`src/rtl/fifo_cdc_pkg.sv`:
```
// ============================================================================
// Module : fifo_cdc_pkg
// Brief  : Shared gray/binary pointer helpers for the async FIFO pointer blocks
// Rev    : 1.0  initial release
// ============================================================================
`default_nettype none

package fifo_cdc_pkg;

    localparam int DEFAULT_ADDR_W = 4;
    localparam int CONV_W         = 32;

    // Width-generic: callers zero-extend into CONV_W bits and cast the result back
    function automatic logic [CONV_W-1:0] bin2gray(input logic [CONV_W-1:0] bin);
        return bin ^ (bin >> 1);
    endfunction

    function automatic logic [CONV_W-1:0] gray2bin(input logic [CONV_W-1:0] gray);
        logic [CONV_W-1:0] bin;
        bin[CONV_W-1] = gray[CONV_W-1];
        for (int i = CONV_W - 2; i >= 0; i--) begin
            bin[i] = bin[i+1] ^ gray[i];
        end
        return bin;
    endfunction

endpackage

`default_nettype wire

```
`src/rtl/fifo_wptr_full.sv`:
```
// ============================================================================
// Module : fifo_wptr_full
// Brief  : Write-domain pointer and full flag for the async FIFO.
//          Optional almost_full via `define FIFO_WPTR_ALMOST_FULL_EN.
// Rev    : 1.0  initial release
// ============================================================================
`default_nettype none

module fifo_wptr_full
    import fifo_cdc_pkg::*;
#(
    parameter int ADDR_W       = DEFAULT_ADDR_W,
    parameter int AFULL_MARGIN = 2
) (
    input  logic              clk,
    input  logic              rst,
    input  logic              wr_en,
    input  logic [ADDR_W:0]   rptr_sync,
    output logic [ADDR_W-1:0] waddr,
    output logic [ADDR_W:0]   wptr,
    output logic              wr_accept,
    output logic              full,
    output logic              overflow,
    output logic              almost_full
);

    localparam int PW = ADDR_W + 1;

    if (ADDR_W < 2 || AFULL_MARGIN < 0 || AFULL_MARGIN > (2 ** ADDR_W)) begin : g_param_check
        $error("fifo_wptr_full: ADDR_W must be >= 2 and AFULL_MARGIN within 0..depth");
    end

    logic [PW-1:0] wbin_q, wbin_d;
    logic [PW-1:0] wptr_q, wgray_d;
    logic          full_q, full_d;
    logic          overflow_q, overflow_d;

    assign wr_accept  = wr_en & ~full_q;
    assign wbin_d     = wbin_q + PW'(wr_accept);
    assign wgray_d    = PW'(bin2gray(CONV_W'(wbin_d)));
    // Full when the write pointer is exactly one lap ahead: top two gray bits inverted
    assign full_d     = (wgray_d == {~rptr_sync[ADDR_W:ADDR_W-1], rptr_sync[ADDR_W-2:0]});
    assign overflow_d = wr_en & full_q;

    always_ff @(posedge clk or posedge rst) begin
        if (rst) begin
            wbin_q     <= '0;
            wptr_q     <= '0;
            full_q     <= 1'b0;
            overflow_q <= 1'b0;
        end else begin
            wbin_q     <= wbin_d;
            wptr_q     <= wgray_d;
            full_q     <= full_d;
            overflow_q <= overflow_d;
        end
    end

    assign waddr    = wbin_q[ADDR_W-1:0];
    assign wptr     = wptr_q;
    assign full     = full_q;
    assign overflow = overflow_q;

`ifdef FIFO_WPTR_ALMOST_FULL_EN
    logic [PW-1:0] rbin;
    logic [PW-1:0] used;
    logic          afull_d, afull_q;

    assign rbin    = PW'(gray2bin(CONV_W'(rptr_sync)));
    assign used    = wbin_d - rbin;
    assign afull_d = (used >= PW'((2 ** ADDR_W) - AFULL_MARGIN)) | full_d;

    always_ff @(posedge clk or posedge rst) begin
        if (rst) begin
            afull_q <= 1'b0;
        end else begin
            afull_q <= afull_d;
        end
    end

    assign almost_full = afull_q;
`else
    assign almost_full = 1'b0;
`endif

endmodule

`default_nettype wire

```
`config.mk`:
```
export PLATFORM = sky130hd
export DESIGN_NAME = fifo_wptr_full
export DESIGN_NICKNAME = d
export VERILOG_FILES = /design/src/rtl/fifo_cdc_pkg.sv /design/src/rtl/fifo_wptr_full.sv
export SDC_FILE = /design/constraint.sdc
export NUM_CORES = 1
export LEC_CHECK = 0
export ABC_AREA = 1
export CAP_MARGIN = 15
export CORE_MARGIN = 2
export CORE_UTILIZATION = 46
export DETAILED_ROUTE_END_ITERATION = 6
export PLACE_DENSITY = 0.81
export RECOVER_POWER = 25
export SYNTH_ARGS = -nofsm -noshare
export SYNTH_HDL_FRONTEND = slang
export SYNTH_SLANG_ARGS = --single-unit
```
`constraint.sdc`:
```
create_clock -name clk -period 2.7 [get_ports clk]
set_clock_uncertainty 0.05 [all_clocks]
set_input_delay 0.54 -clock clk [delete_from_list [all_inputs] [get_ports clk]]
set_output_delay 0.54 -clock clk [all_outputs]
set_load 0.005 [all_outputs]
```
==> impl_metrics.csv <==
group,metric,value,unit
synthesis,syn-cell-area,619,sq um
cts,post_cts_buffers,0,
cts,cts_buffer_depth,2,
min_path,hp-class,"reg2reg",
timing,fin_ws,0.335,ns
synthesis,synth_warnings,0,
cts,cts_tree,"done",
die,io_pins,21,
run,drv_cap,0,
timing,clock.fmax,0.423,GHz
die,coreArea,0.00128,sq mm
finish,finalNonFillerCells,115,
synthesis,synth.area.top_cells,"dfrtp_1 (44%), nand2_1 (19%), inv_1 (5.5%)",
cts,insertion_delay,0.26,ns
synthesis,synth_common_cells,"nand2_1 (32), dfrtp_1 (11), inv_1 (9)",
drt,via_per_inst,4.90,
placement,hpwlAfterDp,975,um
finish,diodes,0,
synthesis,synth_edf_count,0,
synthesis,synth.avg_cell_area,7.84,sq um
global_route,overflow,0,
synthesis,syn_inst,79,
pwr,finalPower,1.02,mW
timing,drv_slew,0,
die,initial_utilization,48.2,%
synthesis,yosys.cell_count.top_type,"nand2_1",
synthesis,synth-seq-cells,11,
critical_path,end_kind,"output port",
drt,vias,564,
drt,post_drt_wl_per_cell,10.4,um
timing,finalSetupTns,0,ns
global_route,antenna_found_initial,0,
pwr,p_per_area,1220,mW/mm^2
synthesis,async_reset_ff_share,100,%
pwr,peakVddDrop,0.000588,V
synthesis,synth_ff_type,"dfrtp_1",
drt,dr.pass1.iters,2,
min_path,hold_depth,2,
critical_path,required,2.11,ns
cts,cts.repair.resized,0,
cts,cts_root_buf,"clkbuf_4",
global_route,grt_max_degree,12,
timing,finalCriticalPeriod,2.37,ns
critical_path,critPathLaunchType,"input port",
synthesis,yosysTopAreaCellShare,44.4,%
synthesis,yosysSeqAreaShare,44.4,%
timing,period_share,87.6,%
finish,fillers,121,
cts,holdBufCountCts,0,
critical_path,cp_data_arrival_time,1.78,ns
drt,drc,0,
finish,fin_nets,111,
synthesis,synth_top_cell_by_area,"dfrtp_1",
placement,post-place-ws,0.183,ns
timing,hold_viol_final,0,
global_route,grt_pass1_vias,484,
critical_path,critPathKind,"in2out",
synthesis,synth_fp_nets,89,
finish,layout-drive-gt1-share,9.00,%
cts,cts.sinks,11,
run_status,outcome,"finished, final reports clean",
global_route,grt_usage,17.2,%
synthesis,ys_types,18,
placement,io_buffer_count,19,
drt,routed_wl,1.19,mm
placement,gp_routability_congestion,0.778,
die,rows,13,
cts,cts_buffers,3,
critical_path,cp_max_fo,2,
cts,htree_levels,1,
drt,ant_nets,0,
critical_path,rr_worst_depth,11,
die,die-width,40.7,um
finish,seq_area,275,sq um
placement,placed_cells,111,
finish,multi_input_area,284,sq um
die,dieArea,0.00166,sq mm
drt,drt_iter0_markers,6,
timing,setup_viol,0,
pwr,leakage,0.431,nW
timing,rsz0062_at_grt,"false",
cts,cts.clk_slew.worst_paths,0.07,ns
die,die_y,40.7,um
finish,syn_to_final_growth,34.9,%
global_route,grt_first_pass_wirelength,1.85,mm
[cell type report]
cell class	count	share of cell area, %
sequential	11	32.9
inverter	11	4.94
timing repair buffer	19	22.8
clock buffer	4	3.14
tap	15	2.25
multi-input combinational	55	34.0
[power breakdown]
part / total [mW] / internal (mW) / leakage, nW / switching (mW)
clock network: 0.109 / 0.0571 / 0.0150 / 0.0516
registers: 0.304 / 0.242 / 0.134 / 0.0621
logic: 0.605 / 0.295 / 0.282 / 0.310
[placed cells by master (no fill, tap or decap), types with 3 or more instances in the layout]
cell and count:
clkbuf_4 3, nand2_1 32, nor2_1 3, dfrtp_1 11
nand4_1 4, clkdlybuf4s50_1 17, nand3_1 5, inv_1 9
[state kept, by name (all words and copies together) (netlist names)]
register  flops
wbin_q        5
wptr          4
full          1
overflow      1
[metal layers]
layer	GRT usage [%]	share of wire [%]	up-vias
met1	19.3	43	265
li1	-	-	283
met2	31.3	53	14
met4	10.0	0.67	0
met3	1.63	2.9	2
met5	0	0	-
[metrics by stage]
step	instance area, sq um	util, %	hold slack, ns
global placement	810	63.0	0.443
CTS	836	65.0	0.464
detailed placement	810	63.0	0.455
global route	836	65.0	0.478
finish	836	65.0	0.461
floorplan	619	-	0.342
[logic make-up (layout without fill, tap and decap cells)]
group,after synthesis,after routing,share of synthesized area [%]
xor+xnor,4,4,6.87
fa+ha+maj,2,2,4.04
buf+inv,13,34,9.70
flops,11,11,44.4
other cells,1,1,0.605
simple gates,48,48,34.3
[critical path, cell delays in order]
cell	delay (ns)
dlygate4sd3_1	0.55
inv_1	0.05
nor2_1	0.12
clkdlybuf4s50_1	0.52
[path summary, 6_finish.rpt]
check                          startpoint            endpoint  slack [ns]
min reg2reg                full$_DFF_PP0_  overflow$_DFF_PP0_        0.46
max                                 wr_en           wr_accept        0.33
max in group asynchronous             rst   wptr[3]$_DFF_PP0_        1.65
max reg2reg                full$_DFF_PP0_      full$_DFF_PP0_        0.81
min in group asynchronous             rst  overflow$_DFF_PP0_        0.65
min                        full$_DFF_PP0_  overflow$_DFF_PP0_        0.46
No activity file was read; power rests on OpenSTA's default activity.
==> RTL edit, RTL diff (same flow settings) <==
Add a define of `FIFO_WPTR_ALMOST_FULL_EN`.
--- a/src/rtl/fifo_wptr_full.sv
+++ b/src/rtl/fifo_wptr_full.sv
@@ -7,2 +7,4 @@
 `default_nettype none
+
+`define FIFO_WPTR_ALMOST_FULL_EN
 
Function: changed (a bounded check fails within 4 cycles, from zero or initial values and one cycle with rst high).
==> RTL edit against the original RTL <==
- sequential power up 7.9%
- final cell count up 51%
- largest power group unchanged
- worst setup slack worse by 180 ps
- sequential cell count up 1
- clock power up 26%
- synthesized area up 46%
- via count up 49%
- wire length up 64%
- power up 44%
- final area up 49%
==> RTL edit: results <==
metrics = {
    "synth": {
        "synth_area_leaders": "dfrtp_1 (33%), nand2_2 (12%), nand2_1 (11%)",
        "syn_nets": 129,
        "netlist_instances": 114,
        "ys_top_cells_by_count": "nand2_1 (26), inv_1 (18), nand2_2 (17), dfrtp_1 (12), nand3_1 (9)",
    },
    "global_routing": {
        "grt_pass1_wl_um": 3318,
        "grt_max_degree": 13,
        "met2_usage": 0.3519,
        "grt_usage": 0.1822,
        "met3_usage": 0.01852,
        "globalRouteMet1Util": 0.1936,
    },
    "pwr": {
        "p_leak_uw": 0.0006914,
        "seqPwrFrac": 0.224,
        "power.switching_uw": 638.9,
        "peakVddDrop_uv": 611.8,
        "powerComb_uw": 997,
    },
    "drt": {
        "wl_um": 1953,
        "wl_met3_um": 47,
        "wl_per_cell_um": 11.22,
        "via_per_inst": 4.822,
        "drtPass1Iterations": 4,
        "wl_met2_um": 1079,
    },
    "run_status": {
        "status": "finished clean",
    },
    "place": {
        "routabilityCongestion": 0.8471,
        "dpl.cell_count": 170,
        "port_buffers": 20,
        "dp_hpwl_um": 1649,
        "pre_cts_ws_ps": -262.0,
        "place_area_mm2": 0.001201,
    },
    "setup_path": {
        "cp_max_fo": 3,
        "worstPathArrival_ps": 2650,
        "cp_slowest_stage_delay_ps": 480,
        "critical-path-slowest-cell": "clkdlybuf4s50_1",
    },
    "layout": {
        "drive_gt1_frac": 0.2789,
    },
}
RTL edit: changes by cell type after synthesis, moves of 2 or more:
cell,unedited run,this run
nand3_2,0,4
nand2_2,1,17
nand2_1,32,26
xor2_1,1,3
nand3_1,5,9
inv_1,9,18
xnor2_1,2,0
ha_1,2,6
a21oi_1,0,2
RTL edit: final timing paths:
| path | slack (ps) | start | to |
|---|---|---|---|
| worst min register to register | 440 | full$_DFF_PP0_ | overflow$_DFF_PP0_ |
| max in group asynchronous | 1630 | rst | wbin_q[2]$_DFF_PP0_ |
| worst min-delay path | 440 | full$_DFF_PP0_ | overflow$_DFF_PP0_ |
| min in group asynchronous | 670 | rst | almost_full$_DFF_PP0_ |
| worst max register to register | 550 | full$_DFF_PP0_ | almost_full$_DFF_PP0_ |
| worst max-delay path | 160 | wr_en | almost_full$_DFF_PP0_ |
RTL edit: layout make-up:
type | count | area, um2
multi-input combinational | 80 | 511.7
inverter | 21 | 80.08
tap | 27 | 33.78
clock buffer | 4 | 36.28
fill | 164 | 656.9
sequential | 12 | 300.3
timing repair buffer | 30 | 282.8
RTL edit: kinds of logic after synthesis:
logic type               Yosys count  share of synthesized area
AND/OR/NAND/NOR                   66                     0.3850
flip-flops                        12                     0.3324
buffers and inverters             22                     0.1011
AO/OA/AOI/OAI                      2                    0.01108
XOR/XNOR                           5                    0.06510
adder cells (fa/ha/maj)            7                     0.1053
RTL edit: through the flow:
stage / utilization / hold WS (ps) / TNS, ps
floorplan: - / 354.7 / 0
global placement: 0.6316 / 422.6 / -173.2
detailed placement: 0.6316 / 425.1 / -262.0
CTS: 0.6507 / 442.7 / 0
global route: 0.6546 / 475.7 / 0
finish: 0.6546 / 439.6 / 0
